<file path="src/rtl/weight_read_scheduler_if.sv">
// Handshake bundle between the layer controller (master) and the weight read scheduler (slave).
interface weight_read_scheduler_if #(
   parameter int NUM_BRAMS  = 16,
   parameter int ADDR_WIDTH = 11
);
   logic                            start;
   logic                            mode;
   logic [ADDR_WIDTH-1:0]           base_addr;
   logic [ADDR_WIDTH:0]             num_words;
   logic                            stall;
   logic                            start_conv;
   logic                            start_transconv;
   logic [NUM_BRAMS-1:0]            w_re;
   logic [NUM_BRAMS*ADDR_WIDTH-1:0] w_addr_rd_flat;
   logic [NUM_BRAMS-1:0]            weight_valid;
   logic                            busy;
   logic                            done;

   modport master (
      output start, mode, base_addr, num_words, stall,
      input  start_conv, start_transconv, w_re, w_addr_rd_flat, weight_valid, busy, done
   );

   modport slave (
      input  start, mode, base_addr, num_words, stall,
      output start_conv, start_transconv, w_re, w_addr_rd_flat, weight_valid, busy, done
   );
endinterface

</file>
<file path="src/rtl/weight_read_scheduler.sv">
// Read sequencer for the banked weight BRAM array (conv / transposed-conv ordering).
// Optional macro WEIGHT_SCHED_SKEW_EN: diagonal systolic skew across banks in conv mode.
module weight_read_scheduler #(
   parameter int NUM_BRAMS  = 16,
   parameter int ADDR_WIDTH = 11
) (
   input logic                    clk,
   input logic                    rst,
   weight_read_scheduler_if.slave bus
);
`ifdef WEIGHT_SCHED_SKEW_EN
   localparam bit SKEW_EN = 1'b1;
`else
   localparam bit SKEW_EN = 1'b0;
`endif
   // Tick counter must reach num_words + NUM_BRAMS - 1 without overflow.
   localparam int TW = ADDR_WIDTH + $clog2(NUM_BRAMS) + 1;

   typedef enum logic [2:0] {S_IDLE, S_MODE, S_RUN, S_DRAIN, S_DONE} state_t;

   state_t                r_state, w_next;
   logic                  r_mode;
   logic [ADDR_WIDTH-1:0] r_base;
   logic [ADDR_WIDTH:0]   r_num;
   logic [TW-1:0]         r_t;
   logic                  r_start_conv, r_start_transconv, r_busy, r_done;
   logic [NUM_BRAMS-1:0]  r_weight_valid;

   logic                                  w_run, w_last;
   logic [TW-1:0]                         w_skew;
   logic [NUM_BRAMS-1:0]                  w_re;
   logic [NUM_BRAMS-1:0][ADDR_WIDTH-1:0]  w_addr;

   assign w_run  = (r_state == S_RUN);
   assign w_skew = (SKEW_EN && !r_mode) ? TW'(NUM_BRAMS - 1) : '0;
   assign w_last = (r_t == (TW'(r_num) + w_skew - TW'(1)));

   always_comb begin
      w_next = r_state;
      case (r_state)
         S_IDLE:  if (bus.start) w_next = S_MODE;
         S_MODE:  w_next = (r_num == '0) ? S_DONE : S_RUN;
         S_RUN:   if (!bus.stall && w_last) w_next = S_DRAIN;
         S_DRAIN: w_next = S_DONE;
         S_DONE:  w_next = S_IDLE;
         default: w_next = S_IDLE;
      endcase
   end

   always_ff @(posedge clk) begin
      if (rst) begin
         r_state           <= S_IDLE;
         r_mode            <= 1'b0;
         r_base            <= '0;
         r_num             <= '0;
         r_t               <= '0;
         r_start_conv      <= 1'b0;
         r_start_transconv <= 1'b0;
         r_busy            <= 1'b0;
         r_done            <= 1'b0;
         r_weight_valid    <= '0;
      end else begin
         r_state <= w_next;
         if (r_state == S_IDLE && bus.start) begin
            r_mode <= bus.mode;
            r_base <= bus.base_addr;
            r_num  <= bus.num_words;
            r_t    <= '0;
         end else if (w_run && !bus.stall) begin
            r_t <= r_t + TW'(1);
         end
         r_start_conv      <= (r_state == S_IDLE) && bus.start && !bus.mode;
         r_start_transconv <= (r_state == S_IDLE) && bus.start && bus.mode;
         r_busy            <= (w_next != S_IDLE);
         r_done            <= (w_next == S_DONE);
         r_weight_valid    <= w_re;
      end
   end

   // Bank i lags bank 0 by i ticks when skewed; transposed mode walks addresses downward.
   for (genvar i = 0; i < NUM_BRAMS; i++) begin : g_lane
      logic [TW-1:0]         w_lag;
      logic                  w_active;
      logic [ADDR_WIDTH-1:0] w_off;

      assign w_lag    = (SKEW_EN && !r_mode) ? TW'(i) : '0;
      assign w_active = w_run && (r_t >= w_lag) && (r_t < (TW'(r_num) + w_lag));
      assign w_off    = r_mode ? (r_num[ADDR_WIDTH-1:0] - ADDR_WIDTH'(1) - r_t[ADDR_WIDTH-1:0])
                               : (r_t[ADDR_WIDTH-1:0] - w_lag[ADDR_WIDTH-1:0]);
      assign w_re[i]   = w_active && !bus.stall;
      assign w_addr[i] = w_active ? (r_base + w_off) : '0;
   end

   assign bus.w_re            = w_re;
   assign bus.w_addr_rd_flat  = w_addr;
   assign bus.weight_valid    = r_weight_valid;
   assign bus.start_conv      = r_start_conv;
   assign bus.start_transconv = r_start_transconv;
   assign bus.busy            = r_busy;
   assign bus.done            = r_done;
endmodule

</file>
<file path="src/flat_wrapper.sv">
// flat-port wrapper written by rule: the top's interface ports become plain ports
module weight_read_scheduler_flat 
#(
   parameter int NUM_BRAMS  = 16,
   parameter int ADDR_WIDTH = 11
)
  (clk, rst, bus_start, bus_mode, bus_base_addr, bus_num_words, bus_stall, bus_start_conv, bus_start_transconv, bus_w_re, bus_w_addr_rd_flat, bus_weight_valid, bus_busy, bus_done);
  weight_read_scheduler_if #(.NUM_BRAMS(NUM_BRAMS), .ADDR_WIDTH(ADDR_WIDTH)) bus_i ();
  input logic clk;
  input logic rst;
  input wire logic [$bits(bus_i.start)-1:0] bus_start;
  input wire logic [$bits(bus_i.mode)-1:0] bus_mode;
  input wire logic [$bits(bus_i.base_addr)-1:0] bus_base_addr;
  input wire logic [$bits(bus_i.num_words)-1:0] bus_num_words;
  input wire logic [$bits(bus_i.stall)-1:0] bus_stall;
  output wire logic [$bits(bus_i.start_conv)-1:0] bus_start_conv;
  output wire logic [$bits(bus_i.start_transconv)-1:0] bus_start_transconv;
  output wire logic [$bits(bus_i.w_re)-1:0] bus_w_re;
  output wire logic [$bits(bus_i.w_addr_rd_flat)-1:0] bus_w_addr_rd_flat;
  output wire logic [$bits(bus_i.weight_valid)-1:0] bus_weight_valid;
  output wire logic [$bits(bus_i.busy)-1:0] bus_busy;
  output wire logic [$bits(bus_i.done)-1:0] bus_done;
  assign bus_i.start = bus_start;
  assign bus_i.mode = bus_mode;
  assign bus_i.base_addr = bus_base_addr;
  assign bus_i.num_words = bus_num_words;
  assign bus_i.stall = bus_stall;
  assign bus_start_conv = bus_i.start_conv;
  assign bus_start_transconv = bus_i.start_transconv;
  assign bus_w_re = bus_i.w_re;
  assign bus_w_addr_rd_flat = bus_i.w_addr_rd_flat;
  assign bus_weight_valid = bus_i.weight_valid;
  assign bus_busy = bus_i.busy;
  assign bus_done = bus_i.done;
  weight_read_scheduler #(.NUM_BRAMS(NUM_BRAMS), .ADDR_WIDTH(ADDR_WIDTH)) u_core (.clk(clk), .rst(rst), .bus(bus_i));
endmodule
</file>
<file path="config.mk">
export PLATFORM = sky130hd
export DESIGN_NAME = weight_read_scheduler_flat
export DESIGN_NICKNAME = d
export VERILOG_FILES = /design/src/rtl/weight_read_scheduler_if.sv /design/src/rtl/weight_read_scheduler.sv /design/src/flat_wrapper.sv
export SDC_FILE = /design/constraint.sdc
export NUM_CORES = 1
export LEC_CHECK = 0
export BUFFER_PORTS_ARGS = -buffer_cell sky130_fd_sc_hd__buf_4
export CORE_MARGIN = 2
export CORE_UTILIZATION = 27
export CTS_CLUSTER_SIZE = 20
export DETAILED_ROUTE_END_ITERATION = 8
export PLACE_DENSITY = 0.64
export REMOVE_ABC_BUFFERS = 1
export SYNTH_ARGS = -nofsm -noshare
export SYNTH_HDL_FRONTEND = slang
export SYNTH_SLANG_ARGS = --single-unit
</file>
<file path="constraint.sdc">
create_clock -name clk -period 8.5 [get_ports clk]
set_input_delay 0.425 -clock clk [delete_from_list [all_inputs] [get_ports clk]]
set_output_delay 0.425 -clock clk [all_outputs]
set_load 0.02 [all_outputs]
</file>
=== After elaboration in Yosys (flattened, before gate mapping) ===
Cells that the tools add are included.

* Bits in registers: 48

* Add/sub/neg operators: 5
* $lt $le $gt $ge: 2
* Eq/ne operators: 5
* Mux-type cells: 6
* Reductions and logical operators: 14

{| class="wikitable"
|+ Operator list
! kind !! count
|-
| $mux 11 || 2
|-
| $add 16x1->16 const B || 1
|-
| $eq 16x16->1 || 1
|-
| $ge 16x1->1 const B || 1
|-
| $lt 16x12->1 || 1
|-
| $sub 12x1->13 const B || 1
|-
| $logic_not 12->1 || 1
|-
| $pmux 3 s4 || 1
|-
| $add 11x11->11 || 1
|-
| $sub 11x1->11 const B || 1
|-
| $sub 11x11->11 || 1
|-
| $mux 3 || 3
|-
| $logic_and 1x1->1 || 8
|-
| $eq 3x2->1 const B || 2
|-
| $eq 3x1->1 const B || 1
|-
| $eq 3x3->1 const B || 1
|-
| $logic_not 3->1 || 1
|-
| $reduce_bool 3->1 || 1
|-
| $logic_not 1->1 || 2
|-
| $reduce_or 2->1 || 1
|}

=== Logic depth before layout (Yosys ltp) ===
* Word-level depth: 6
* Gate-level depth with buffers: 20

=== Worst setup path after synthesis ===
No wires, ideal clock.

* Path kind: register to output
* From: reg u_core.r_t[0]
* To: out bus_w_addr_rd_flat[109]
* Arrival: 4.277 ns
* Slack: 3.798 ns
* Data required time: 8.075 ns
* Stages on the path, launching flop included: 19
* Cells stage by stage: dfxtp_1 > inv_1 > ha_1 > inv_1 > fa_1 > nor2b_1 > nor3_1 > o21ai_0 > a21oi_1 > xnor2_1 > nand2_1 > o21ai_0 > ha_1 > or4_1 > a31o_2 > a31oi_1 > xnor3_1 > nor2_1 > buf_4

* Word-level cells in the longest chain between the ends: 4
* Elaborated cells on any way between the ends: 8

{| class="wikitable"
|+ Ends and longest elaborated chain
! what !! RTL line !! RTL
|-
| start: declaration || weight_read_scheduler.sv:25 || <nowiki>logic [TW-1:0] r_t;</nowiki>
|-
| start signal: assignment || weight_read_scheduler.sv:70 || <nowiki>r_t <= r_t + TW'(1);</nowiki>
|-
| $sub 11x11->11 / $ge 16x1->1 (equally long branches) || n/a ||
|-
| $mux 11 / $logic_and 1x1->1 (equally long branches) || n/a ||
|-
| $add 11x11->11 / $logic_and 1x1->1 (equally long branches) || n/a ||
|-
| $mux 11 * || n/a ||
|-
| end: declaration || flat_wrapper.sv:19 || <nowiki>output wire logic [$bits(bus_i.w_addr_rd_flat)-1:0] bus_w_addr_rd_flat;</nowiki>
|}

Mark *: on every way between the ends. The rest lies on a longest branch, timed or not.

=== Worst setup path after layout ===
* From: reg u_core.r_num[0]
* To: out bus_w_addr_rd_flat[10]

* Word-level cells in the longest chain between the ends: 5
* Elaborated cells on any way between the ends: 7

{| class="wikitable"
|+ Ends and longest elaborated chain
! what !! RTL line !! RTL
|-
| start: declaration || weight_read_scheduler.sv:24 || <nowiki>logic [ADDR_WIDTH:0] r_num;</nowiki>
|-
| start signal: assignment || weight_read_scheduler.sv:67 || <nowiki>r_num <= bus.num_words;</nowiki>
|-
| $sub 11x1->11 || weight_read_scheduler.sv:88 || <nowiki>assign w_off = r_mode ? (r_num[ADDR_WIDTH-1:0] - ADDR_WIDTH'(1) - r_t[ADDR_WIDTH-1:0])</nowiki>
|-
| $sub 11x11->11 || weight_read_scheduler.sv:88 ||
|-
| $mux 11 || weight_read_scheduler.sv:88 ||
|-
| $add 11x11->11 || weight_read_scheduler.sv:91 || <nowiki>assign w_addr[i] = w_active ? (r_base + w_off) : '0;</nowiki>
|-
| $mux 11 * || weight_read_scheduler.sv:91 ||
|}

Marked as above.

==> tab_implementation.tex <==
\begin{tabular}{lr}
\hline
Metric & Value \\
\hline
\multicolumn{2}{l}{\textbf{Timing}} \\
\quad Fin. max-slew vios & 0 \\
\quad Highest achievable clock rate & 190 MHz \\
\quad Normalized max-slew margin & 0.333 \\
\quad Unrepaired setup endpoints after global routing & false \\
\quad Final Cycle Share & 0.621 \\
\quad Least-Margin Pin Slew & 0.997 ns \\
\quad Sum of negative setup slack & 0 ns \\
\quad Hold Fails Final Rpt & 0 \\
\quad Fin crit period & 5.28 ns \\
\quad Setup Viol. Count Final & 0 \\
\quad Max Clock Skew & 0.00737 ns \\
\multicolumn{2}{l}{\textbf{CTS}} \\
\quad Number of H-tree branching levels & 2 \\
\quad Post CTS Setup Buffer Count & 0 \\
\quad Hold buffers post-CTS & 0 \\
\quad Maximum number of buffers from clock root to sink & 2 \\
\quad TritonCTS sink count & 48 \\
\quad Post\_cts resized & 0 \\
\quad Number of buffers added by the clock tree synthesis step & 5 \\
\quad Worst-path clk slew & 0.06 ns \\
\quad CTS tree & done \\
\quad Clock root buffer master & sky130\_fd\_sc\_hd\_\_clkbuf\_16 \\
\quad Skew-Pair Late Insertion Delay & 0.29 ns \\
\multicolumn{2}{l}{\textbf{Placement}} \\
\quad Port buffer count & 239 \\
\quad Final HPWL DP & 8.99 mm \\
\quad Final Wtd Congestion & 0.844 \\
\multicolumn{2}{l}{\textbf{Global routing}} \\
\quad Global-route usage over all layers & 0.111 \\
\quad Pin count of the biggest net entering global routing & 33 \\
\quad First-pass GRT wire length & 17.8 mm \\
\quad GRT overflow & 0 \\
\quad Via count of the first global-routing pass & 3559 \\
\quad Antenna violations before repair & 0 \\
\multicolumn{2}{l}{\textbf{Setup path}} \\
\quad Kind of start point of the critical path & flop \\
\quad Path depth of the worst reg2reg path & 10 \\
\quad CP required & 8.08 ns \\
\quad Critical Path Source & u\_core.r\_num[0]\$\_SDFFE\_PP0P\_ \\
\quad Category of the worst setup path capture point & output port \\
\quad Capturing element of the worst setup path & bus\_w\_addr\_rd\_flat[10] \\
\quad Cell with the largest stage delay on the worst path & sky130\_fd\_sc\_hd\_\_nor2\_1 \\
\quad Critical path class & reg2out \\
\quad Critical register-to-register path endpoint & u\_core.bus.weight\_valid[0]\$\_SDFF\_PP0\_ \\
\quad Maximum net fanout on the critical path & 16 \\
\quad Launch instance of the worst register-to-register path & u\_core.r\_num[0]\$\_SDFFE\_PP0P\_ \\
\quad Arrival time reported for the critical path endpoint & 4.85 ns \\
\quad Setup slack of the worst register-to-register path & 6.11 ns \\
\quad Cell chain of the critical path & ha\_1 -> inv\_1 -> fa\_1 -> nor2b\_1 -> nor3\_1 -> o21ai\_0 -> a21oi\_1 -> xnor2\_1 -> nand2\_1 -> o21ai\_0 -> ha\_1 -> or4\_1 -> a31o\_2 -> a31oi\_1 -> xnor3\_1 -> nor2\_1 -> buf\_4 \\
\quad Crit path largest cell delay & 0.68 ns \\
\multicolumn{2}{l}{\textbf{Final layout}} \\
\quad Footprint of the flip-flops and latches & 961 sq um \\
\quad Fraction of layout instances using a drive strength above 1 & 0.384 \\
\quad Area of combinational cells with multiple inputs & 2280 sq um \\
\quad Post-layout nets & 739 \\
\quad Final standard cell utilization of the core & 0.314 \\
\quad Number of inserted filler cells in the final layout & 1927 \\
\quad Synth-to-Final Area Change & 15.1\% \\
\quad Diode insertion count for antenna repair & 0 \\
\multicolumn{2}{l}{\textbf{Logic synthesis}} \\
\quad Netlist area before placement & 4870 sq um \\
\quad Count of cell types in the netlist & 52 \\
\quad Number of enable-type register cells in the synthesized netlist & 0 \\
\quad Post-synthesis async set-or-reset flop share & 0 \\
\quad FF+latch count, synth & 48 \\
\quad Post-synth top flop & sky130\_fd\_sc\_hd\_\_dfxtp\_1 \\
\quad Ranking of synthesized cells by instance count & sky130\_fd\_sc\_hd\_\_buf\_4, sky130\_fd\_sc\_hd\_\_nand2\_1, sky130\_fd\_sc\_hd\_\_nor2\_1, sky130\_fd\_sc\_hd\_\_dfxtp\_1, sky130\_fd\_sc\_hd\_\_a21oi\_1 \\
\quad Post-synthesis sequential area ratio & 0.197 \\
\quad Area leader, netlist & sky130\_fd\_sc\_hd\_\_buf\_4 \\
\quad Number of warnings reported in the yosys synthesis log & 0 \\
\quad Dominant cell by count in the synthesized netlist & sky130\_fd\_sc\_hd\_\_buf\_4 \\
\quad Proportion of netlist area held by the largest area contributor & 0.301 \\
\quad Mean instance size in the synthesized netlist & 7.64 sq um \\
\quad Biggest area contributors in the synthesized netlist & sky130\_fd\_sc\_hd\_\_buf\_4, sky130\_fd\_sc\_hd\_\_dfxtp\_1, sky130\_fd\_sc\_hd\_\_ha\_1 \\
\quad Synthesized netlist cell count & 637 \\
\multicolumn{2}{l}{\textbf{Die}} \\
\quad Number of top-level design ports & 240 \\
\quad Initial Utilization & 0.273 \\
\quad Overall die width & 138 um \\
\quad Die Span Y & 138 um \\
\quad Die ar. & 19100 sq um \\
\quad Number of rows in the core area & 49 \\
\quad Core area & 17800 sq um \\
\multicolumn{2}{l}{\textbf{Drt}} \\
\quad Wirelength per Cell & 12.5 um \\
\quad DR pass1 iterations & 4 \\
\quad Detailed-route DRC error count & 0 \\
\quad Via count of the routed design & 3869 \\
\quad Routed wire length & 11.3 mm \\
\quad Number of design-rule violations left by the first detailed-router iteration & 139 \\
\quad Number of antenna-violating nets in the routed design & 0 \\
\quad Vias per std cell & 4.27 \\
\multicolumn{2}{l}{\textbf{Status}} \\
\quad Result of the run & complete, no violations \\
\multicolumn{2}{l}{\textbf{Power}} \\
\quad Internal power & 0.000468 W \\
\quad Combinational cell fraction of total power & 0.388 \\
\quad Areal power density over the cells & 130 nW/um\^{}2 \\
\quad Worst IR Drop VDD & 0.0860 mV \\
\quad Switching pwr & 0.000262 W \\
\quad Leakage power figure & 2.69 nW \\
\quad Switching Share & 0.359 \\
\quad Reg power frac & 0.351 \\
\quad Proportion of power drawn by the clock network & 0.262 \\
\multicolumn{2}{l}{\textbf{Min path}} \\
\quad Worst min-delay path category & in2reg \\
\quad Cell depth of the worst min-delay path & 2 \\
\multicolumn{2}{l}{\textbf{Flow run}} \\
\quad Max-cap violation count & 0 \\
\hline
\end{tabular}
==> cell usage in the layout (no fill, tap or decap), drive strengths merged, types with 5 or more instances in the layout <==
cell type  synthesis  routed
dfxtp             48      48
buf              196     242
nand4              5       5
ha                32      32
nand2             72      72
nand3              7       7
nor3              12      12
clkbuf            13       6
inv               32      32
xnor2             31      31
o211ai             6       6
o21ai             20      20
nor2              51      51
a21oi             37      37
nor4               6       6
a21o               7       7
xor2              10      10
==> layer usage <==
layer | track usage | part of all wire
met3 | 0.0263 | 0.068
met4 | 0.0209 | 0.0072
met5 | 0 | 0
met2 | 0.187 | 0.46
met1 | 0.147 | 0.47
==> power by group through the flow <==
| stage | sequential [W] | combinational, W | clock [W] |
|---|---|---|---|
| 5_1_grt | 0.000258 | 0.000310 | 0.000208 |
| 3_5_place_dp | 0.000261 | 0.000284 | 0 |
| 3_3_place_gp | 0.000260 | 0.000282 | 0 |
| 2_1_floorplan | 0.000259 | 0.000181 | 0 |
| 4_1_cts | 0.000256 | 0.000285 | 0.000197 |
| 6_report | 0.000256 | 0.000283 | 0.000191 |
==> worst min-delay path by stage <==
stage	slack, ns	to	startpoint
2_1_floorplan	0.43	u_core.r_base[10]$_SDFFE_PP0P_	u_core.r_base[10]$_SDFFE_PP0P_
3_3_place_gp	0.45	u_core.r_base[7]$_SDFFE_PP0P_	u_core.r_base[7]$_SDFFE_PP0P_
3_5_place_dp	0.46	u_core.r_base[8]$_SDFFE_PP0P_	u_core.r_base[8]$_SDFFE_PP0P_
4_1_cts	0.30	u_core.bus.start_conv$_SDFF_PP0_	bus_mode
5_1_grt	0.30	u_core.bus.start_conv$_SDFF_PP0_	bus_mode
6_report	0.30	u_core.bus.start_conv$_SDFF_PP0_	bus_mode
==> per-stage QoR <==
stage	total power [W]	cells	instance area (sq um)	setup slack (ns)	hold slack, ns
2_1_floorplan	0.000440	428	3350	-0.889	0.431
3_3_place_gp	0.000542	899	5470	3.65	0.449
3_5_place_dp	0.000545	899	5470	3.48	0.458
4_1_cts	0.000738	906	5600	3.19	0.299
5_1_grt	0.000776	906	5600	2.71	0.297
6_report	0.000730	906	5600	3.22	0.300
==> logic make-up (layout without fill, tap and decap cells) <==
family | count (synthesis) | count (layout) | share of synthesized area
xor+xnor | 42 | 42 | 0.0784
compound gates | 91 | 91 | 0.114
flops | 48 | 48 | 0.197
buf+inv | 241 | 281 | 0.336
simple gates | 176 | 176 | 0.172
fa+ha+maj | 34 | 34 | 0.0905
mux | 5 | 5 | 0.0113
==> state kept, by name, indices dropped and copies added, names as in the netlist <==
signal and cells:
u_core.r_mode 1, u_core.bus.start_transconv 1, u_core.r_state 3, u_core.r_num 12
u_core.r_t 16, u_core.bus.busy 1, u_core.bus.start_conv 1, u_core.bus.weight_valid 1
u_core.r_base 11, u_core.bus.done 1
==> critical path: cells and delay by family (launching register included) <==
family	cells	cell delay (ns)
DFF	1	0.39
xor gates and xnor gates	2	0.36
buffers and inverters	2	0.33
and+or+nand+nor	5	1.49
adders and majority gates	3	0.88
AOI/OAI and AO/OA	5	1.11
==> layout make-up <==
type	instances	area share
Multi-Input combinational cell	348	0.408
Timing Repair Buffer	242	0.324
Sequential cell	48	0.172
Tap cell	229	0.0512
Clock buffer	6	0.0230
Inverter	32	0.0214
Clock inverter	1	0.000893
Note: power is estimated with default switching activity, not from simulation.
